==> config.mk <==
export PLATFORM = sky130hd
export DESIGN_NAME = config_chain_loader
export DESIGN_NICKNAME = d
export VERILOG_FILES = /design/src/rtl/cfg_chain_pkg.sv /design/src/rtl/cfg_readback_collector.sv /design/src/rtl/config_chain_loader.sv
export SDC_FILE = /design/constraint.sdc
export NUM_CORES = 1
export LEC_CHECK = 0
export BUFFER_PORTS_ARGS = -buffer_cell sky130_fd_sc_hd__buf_2
export CORE_ASPECT_RATIO = 2
export CORE_MARGIN = 2
export CORE_UTILIZATION = 50
export DETAILED_ROUTE_END_ITERATION = 12
export HOLD_SLACK_MARGIN = 0.08
export MAX_ROUTING_LAYER = met4
export PLACE_DENSITY = 0.81
export SYNTH_ARGS = -nofsm -noshare
export SYNTH_HDL_FRONTEND = slang
export SYNTH_SLANG_ARGS = --single-unit
==> constraint.sdc <==
create_clock -name clk -period 4.77 [get_ports clk]
set_input_delay 0.2385 -clock clk [delete_from_list [all_inputs] [get_ports clk]]
set_output_delay 0.2385 -clock clk [all_outputs]
set_load 0.1 [all_outputs]
==> src/rtl/cfg_chain_pkg.sv <==
// cfg_chain_pkg: shared state encoding, word width and counter sizing for the config chain loader
package cfg_chain_pkg;
  localparam int CFG_WORD_W = 32;
  typedef enum logic [2:0] {IDLE, FETCH, SHIFT, SET, DONE} cfg_load_state_t;
  function automatic int cfg_len_w(input int max_bits);
    return $clog2(max_bits + 1);
  endfunction
endpackage

==> src/rtl/cfg_readback_collector.sv <==
// cfg_readback_collector: deserialises the chain tail into LSB-first words, flushing a partial word on the last bit
module cfg_readback_collector
  import cfg_chain_pkg::*;
#(
  parameter int WORD_W = CFG_WORD_W
) (
  input  logic              clk,
  input  logic              rst,
  input  logic              en,
  input  logic              din,
  input  logic              last,
  output logic [WORD_W-1:0] rb_data,
  output logic              rb_valid
);
  localparam int CW = $clog2(WORD_W);
  logic [WORD_W-1:0] col, nxt;
  logic [CW-1:0] cnt;
  always_comb nxt = col | (WORD_W'(din) << cnt);
  always_ff @(posedge clk) begin
    if (rst) begin
      col <= '0;
      cnt <= '0;
      rb_data <= '0;
      rb_valid <= 1'b0;
    end else begin
      rb_valid <= 1'b0;
      if (en) begin
        if (last || cnt == CW'(WORD_W - 1)) begin
          rb_data <= nxt;
          rb_valid <= 1'b1;
          col <= '0;
          cnt <= '0;
        end else begin
          col <= nxt;
          cnt <= cnt + 1'b1;
        end
      end
    end
  end
endmodule

==> src/rtl/config_chain_loader.sv <==
// config_chain_loader: serialises bitstream words onto the config shift chain, then strobes set
// Optional readback of the chain tail is enabled with CFG_READBACK_EN.
module config_chain_loader
  import cfg_chain_pkg::*;
#(
  parameter int WORD_W   = CFG_WORD_W,
  parameter int MAX_BITS = 65536,
  parameter int LEN_W    = cfg_len_w(MAX_BITS)
) (
  input  logic              clk,
  input  logic              rst,
  input  logic              start,
  input  logic [LEN_W-1:0]  cfg_len,
  input  logic [WORD_W-1:0] word_data,
  input  logic              word_valid,
  output logic              word_ready,
  output logic              cfg_shift,
  output logic              cfg_cen,
  output logic              cfg_set,
  output logic              busy,
  output logic              done,
  output logic [WORD_W-1:0] rb_data,
  output logic              rb_valid,
  input  logic              shift_ret
);
  cfg_load_state_t state;
  logic [WORD_W-1:0] shreg;
  logic [LEN_W-1:0] bits_left, word_bits, fill;
  always_comb fill = bits_left < LEN_W'(WORD_W) ? bits_left : LEN_W'(WORD_W);
  assign cfg_shift = cfg_cen & shreg[0];
  always_ff @(posedge clk) begin
    if (rst) begin
      state <= IDLE;
      shreg <= '0;
      bits_left <= '0;
      word_bits <= '0;
      word_ready <= 1'b0;
      cfg_cen <= 1'b0;
      cfg_set <= 1'b0;
      busy <= 1'b0;
      done <= 1'b0;
    end else begin
      case (state)
        IDLE: if (start) begin
          bits_left <= cfg_len;
          busy <= 1'b1;
          state <= cfg_len != '0 ? FETCH : SET;
          word_ready <= cfg_len != '0;
          cfg_set <= cfg_len == '0;
        end
        FETCH: if (word_valid) begin
          shreg <= word_data;
          word_bits <= fill;
          word_ready <= 1'b0;
          cfg_cen <= 1'b1;
          state <= SHIFT;
        end
        SHIFT: begin
          shreg <= shreg >> 1;
          word_bits <= word_bits - 1'b1;
          bits_left <= bits_left - 1'b1;
          // bits_left never drops below word_bits, so the word ends no later than the load
          if (word_bits == LEN_W'(1)) begin
            cfg_cen <= 1'b0;
            state <= bits_left == LEN_W'(1) ? SET : FETCH;
            word_ready <= bits_left != LEN_W'(1);
            cfg_set <= bits_left == LEN_W'(1);
          end
        end
        SET: begin
          cfg_set <= 1'b0;
          done <= 1'b1;
          state <= DONE;
        end
        DONE: begin
          done <= 1'b0;
          busy <= 1'b0;
          state <= IDLE;
        end
        default: state <= IDLE;
      endcase
    end
  end
`ifdef CFG_READBACK_EN
  cfg_readback_collector #(.WORD_W(WORD_W)) u_rb (
    .clk(clk),
    .rst(rst),
    .en(cfg_cen),
    .din(shift_ret),
    .last(cfg_cen && bits_left == LEN_W'(1)),
    .rb_data(rb_data),
    .rb_valid(rb_valid)
  );
`else
  logic unused_ret;
  assign unused_ret = shift_ret;
  assign rb_data = '0;
  assign rb_valid = 1'b0;
`endif
endmodule

==> out/results.tsv <==
stage	metric	value	unit
worst_hold_path	hold crit path type	in2reg	
finish	Final Cell Area	4220	um^2
grt	grt met1 use	24.0	%
clocking	Clock Tree Root	clkbuf_16	
flow_run	Max-Cap Viols	0	
finish	P&R area growth vs syn	12.7	%
critical_path	Worst path max stage delay	940	ps
outcome	status	complete, no violations	
pwr	part of the power in combinational logic	29.0	%
clocking	Clock transition at path regs	60	ps
finish	Fillers	677	
critical_path	CP top delay family	simple AND/OR/NAND/NOR gates	
clocking	CTS-repair resized insts	0	
critical_path	Setup CP Type	reg2reg	
clocking	Clock Sinks	74	
finish	Multi-input gate area	1990	um^2
timing	Tightest Pin Transition	1070	ps
critical_path	peak fanout along the critical path	28	
timing	worst hold slack	149	ps
synth	Synth async-reset ratio	0	%
synth	Synth Instances	460	
clocking	Skew-Pair Late Insertion Delay	340	ps
drt	Wirelength per Cell	14.4	um
timing	Fin Setup TNS	0	ps
synth	syn_area_per_cell	8.15	um^2
synth	Seq cells post-synth	74	
synth	ys flop type	dfxtp_1	
clocking	TritonCTS buffer count	9	
grt	Total Routing Usage GR	22.2	%
finish	most frequent cells in the layout	dfxtp_1, buf_2, a21oi_1, nor2_1, nand2_1	
timing	Final min period	2510	ps
finish	Ant. Diodes	0	
floorplanning	row cnt	44	
finish	commonest non-fill, non-tap cell in the layout	dfxtp_1	
grt	grt peak-use layer	met2	
critical_path	Worst Path Buf+Inv	0	
floorplanning	CORE AREA	7270	um^2
pwr	Switching Share	37.3	%
timing	Clock Skew	6.34	ps
clocking	H-tree depth	3	
floorplanning	die area	8250	um^2
pwr	P_sw	0.735	mW
pwr	power per cell area	466	nW/um^2
critical_path	CP Launch Type	flip-flop	
finish	layout cells sized above 1	18.6	%
critical_path	critical path arrival	2770	ps
drt	DR DRC count	0	
pwr	clock power share	32.5	%
synth	Post-Syn Area	3750	um^2
synth	Syn. warnings	0	
clocking	setup bufs post-CTS	0	
critical_path	Slowest cell on crit path	nor3b_4	
grt	initial antenna violation count	0	
placed_design	placement-stage cell area	3930	um^2
drt	number of routed nets with antenna violations	0	
placed_design	Port-buffer cells	58	
pwr	internal power	1.23	mW
placed_design	Final GP Congestion	0.883	
drt	DR vias/cell	5.80	
critical_path	Crit path required time	5030	ps
grt	largest net degree at the start of global routing	75	
synth	Post-synth EDFFs	0	
pwr	worst vdd rail ir drop	0.312	mV
floorplanning	Initial Util	51.6	%
drt	final WL	8640	um
timing	f_max	0.398	GHz
placed_design	Final HPWL DP	5980	um
grt	vias in the first global route	3232	
pwr	P_leak	1.62	nW
drt	DRT iter0 DRCs	203	
timing	RSZ-0062 raised after global routing	false	
clocking	CTS tree	built	
floorplanning	Top Ports	93	
timing	Tcrit/Tclk final	52.6	%
synth	sequential fraction of the synthesis area	39.5	%
timing	Slew HR	28.5	%
drt	TritonRoute pass-1 iters	5	
critical_path	CP Capture Type	flip-flop	
grt	GR Layer Usage met2	37.6	%
finish	final net count	559	
grt	GR Util met3	4.96	%
clocking	Max Root-Sink Buffers	2	
grt	grt ovf	0	
timing	final hold violations	0	
floorplanning	Die H	126	um
drt	total number of vias	3466	
pwr	sequential share of power	38.5	%
floorplanning	Die X	65.2	um
grt	global-route wire length before repair	14200	um
critical_path	CP Cell Sequence	nor3b_4, nand2_1, or2_2, or3_1, a31oi_1	
clocking	CTS Hold Bufs	0	
finish	Register Area	1480	um^2
timing	Final Max Tran Viols	0	
synth	Yosys cell types	50	
pwr	total power	1.97	mW
timing	setup violators final	0	
## sequential cells by signal (all words and copies together), names as in the netlist
name        cells
bits_left      17
cfg_set         1
busy            1
shreg          32
done            1
state           3
word_bits      17
word_ready      1
cfg_cen         1
## path summary, 6_finish.rpt
path / start / endpoint / slack [ps] / cells past startpoint
setup / recovery: state[1] / word_bits[4] / 2260 / 5
setup reg to reg: state[1] / word_bits[4] / 2260 / 5
hold reg to reg: shreg[13] / shreg[13] / 460 / 2
hold / removal: cfg_len[14] / bits_left[14] / 150 / 3
## logic make-up (layout without fill, tap and decap cells)
kind of cell	after synthesis	in the layout	synth area share [%]
and+or+nand+nor	169	169	23.6
AOI/OAI and AO/OA	136	136	23.3
DFF	74	74	39.5
buffers and inverters	72	86	11.0
adders and majority gates	4	4	1.34
muxes	4	4	1.20
other	1	33	0.100
## power by group through the flow
stage / clock (mW) / combinational [mW] / sequential (mW)
after floorplan: 0 / 0.456 / 0.789
after global placement: 0 / 0.557 / 0.766
after detailed placement: 0 / 0.568 / 0.770
after CTS: 0.650 / 0.570 / 0.757
after global routing: 0.673 / 0.624 / 0.769
final: 0.639 / 0.571 / 0.759
## routing by layer
metal | share of wire (%) | wire [um] | up-vias
li1 | - | - | 1723
met1 | 39 | 3390 | 1619
met2 | 53 | 4580 | 106
met3 | 4.8 | 413 | 18
met4 | 3.0 | 255 | 0
met5 | 0 | 0 | -
## worst reg2reg max path, stage by stage, from the launching register on
cell	delay, ps
dfxtp_1	510
nor3b_4	940
nand2_1	170
or2_2	340
or3_1	310
a31oi_1	170
## through the flow
stage	instances	setup WS [ps]	utilization, %
floorplan	492	2720	-
global placement	582	2290	54.1
detailed placement	582	2270	54.1
CTS	598	2220	58.1
global route	598	1930	58.1
finish	598	2260	58.1
## layout make-up
class / count / area share [%]
clock buffer: 11 / 5.98
multi-input combinational: 346 / 47.0
sequential: 74 / 35.1
timing repair buffer: 62 / 7.58
tap: 92 / 2.73
inverter: 8 / 0.711
clock inverter: 5 / 0.918
## synthesized netlist by cell type, drive strengths merged, types with 8 or more instances
master  number  area [um^2]
inv          8         30.0
nor2        44          165
a22oi       22          165
a31oi        8         50.1
o21ai       11         55.1
buf         39          288
a21oi       51          255
dfxtp       74         1480
nand4       10         62.6
clkbuf      25         93.8
nor3        19         95.1
nand2       42          158
o22ai       10         62.6
nor4        14          118
Power figures use the tool's default switching activity.
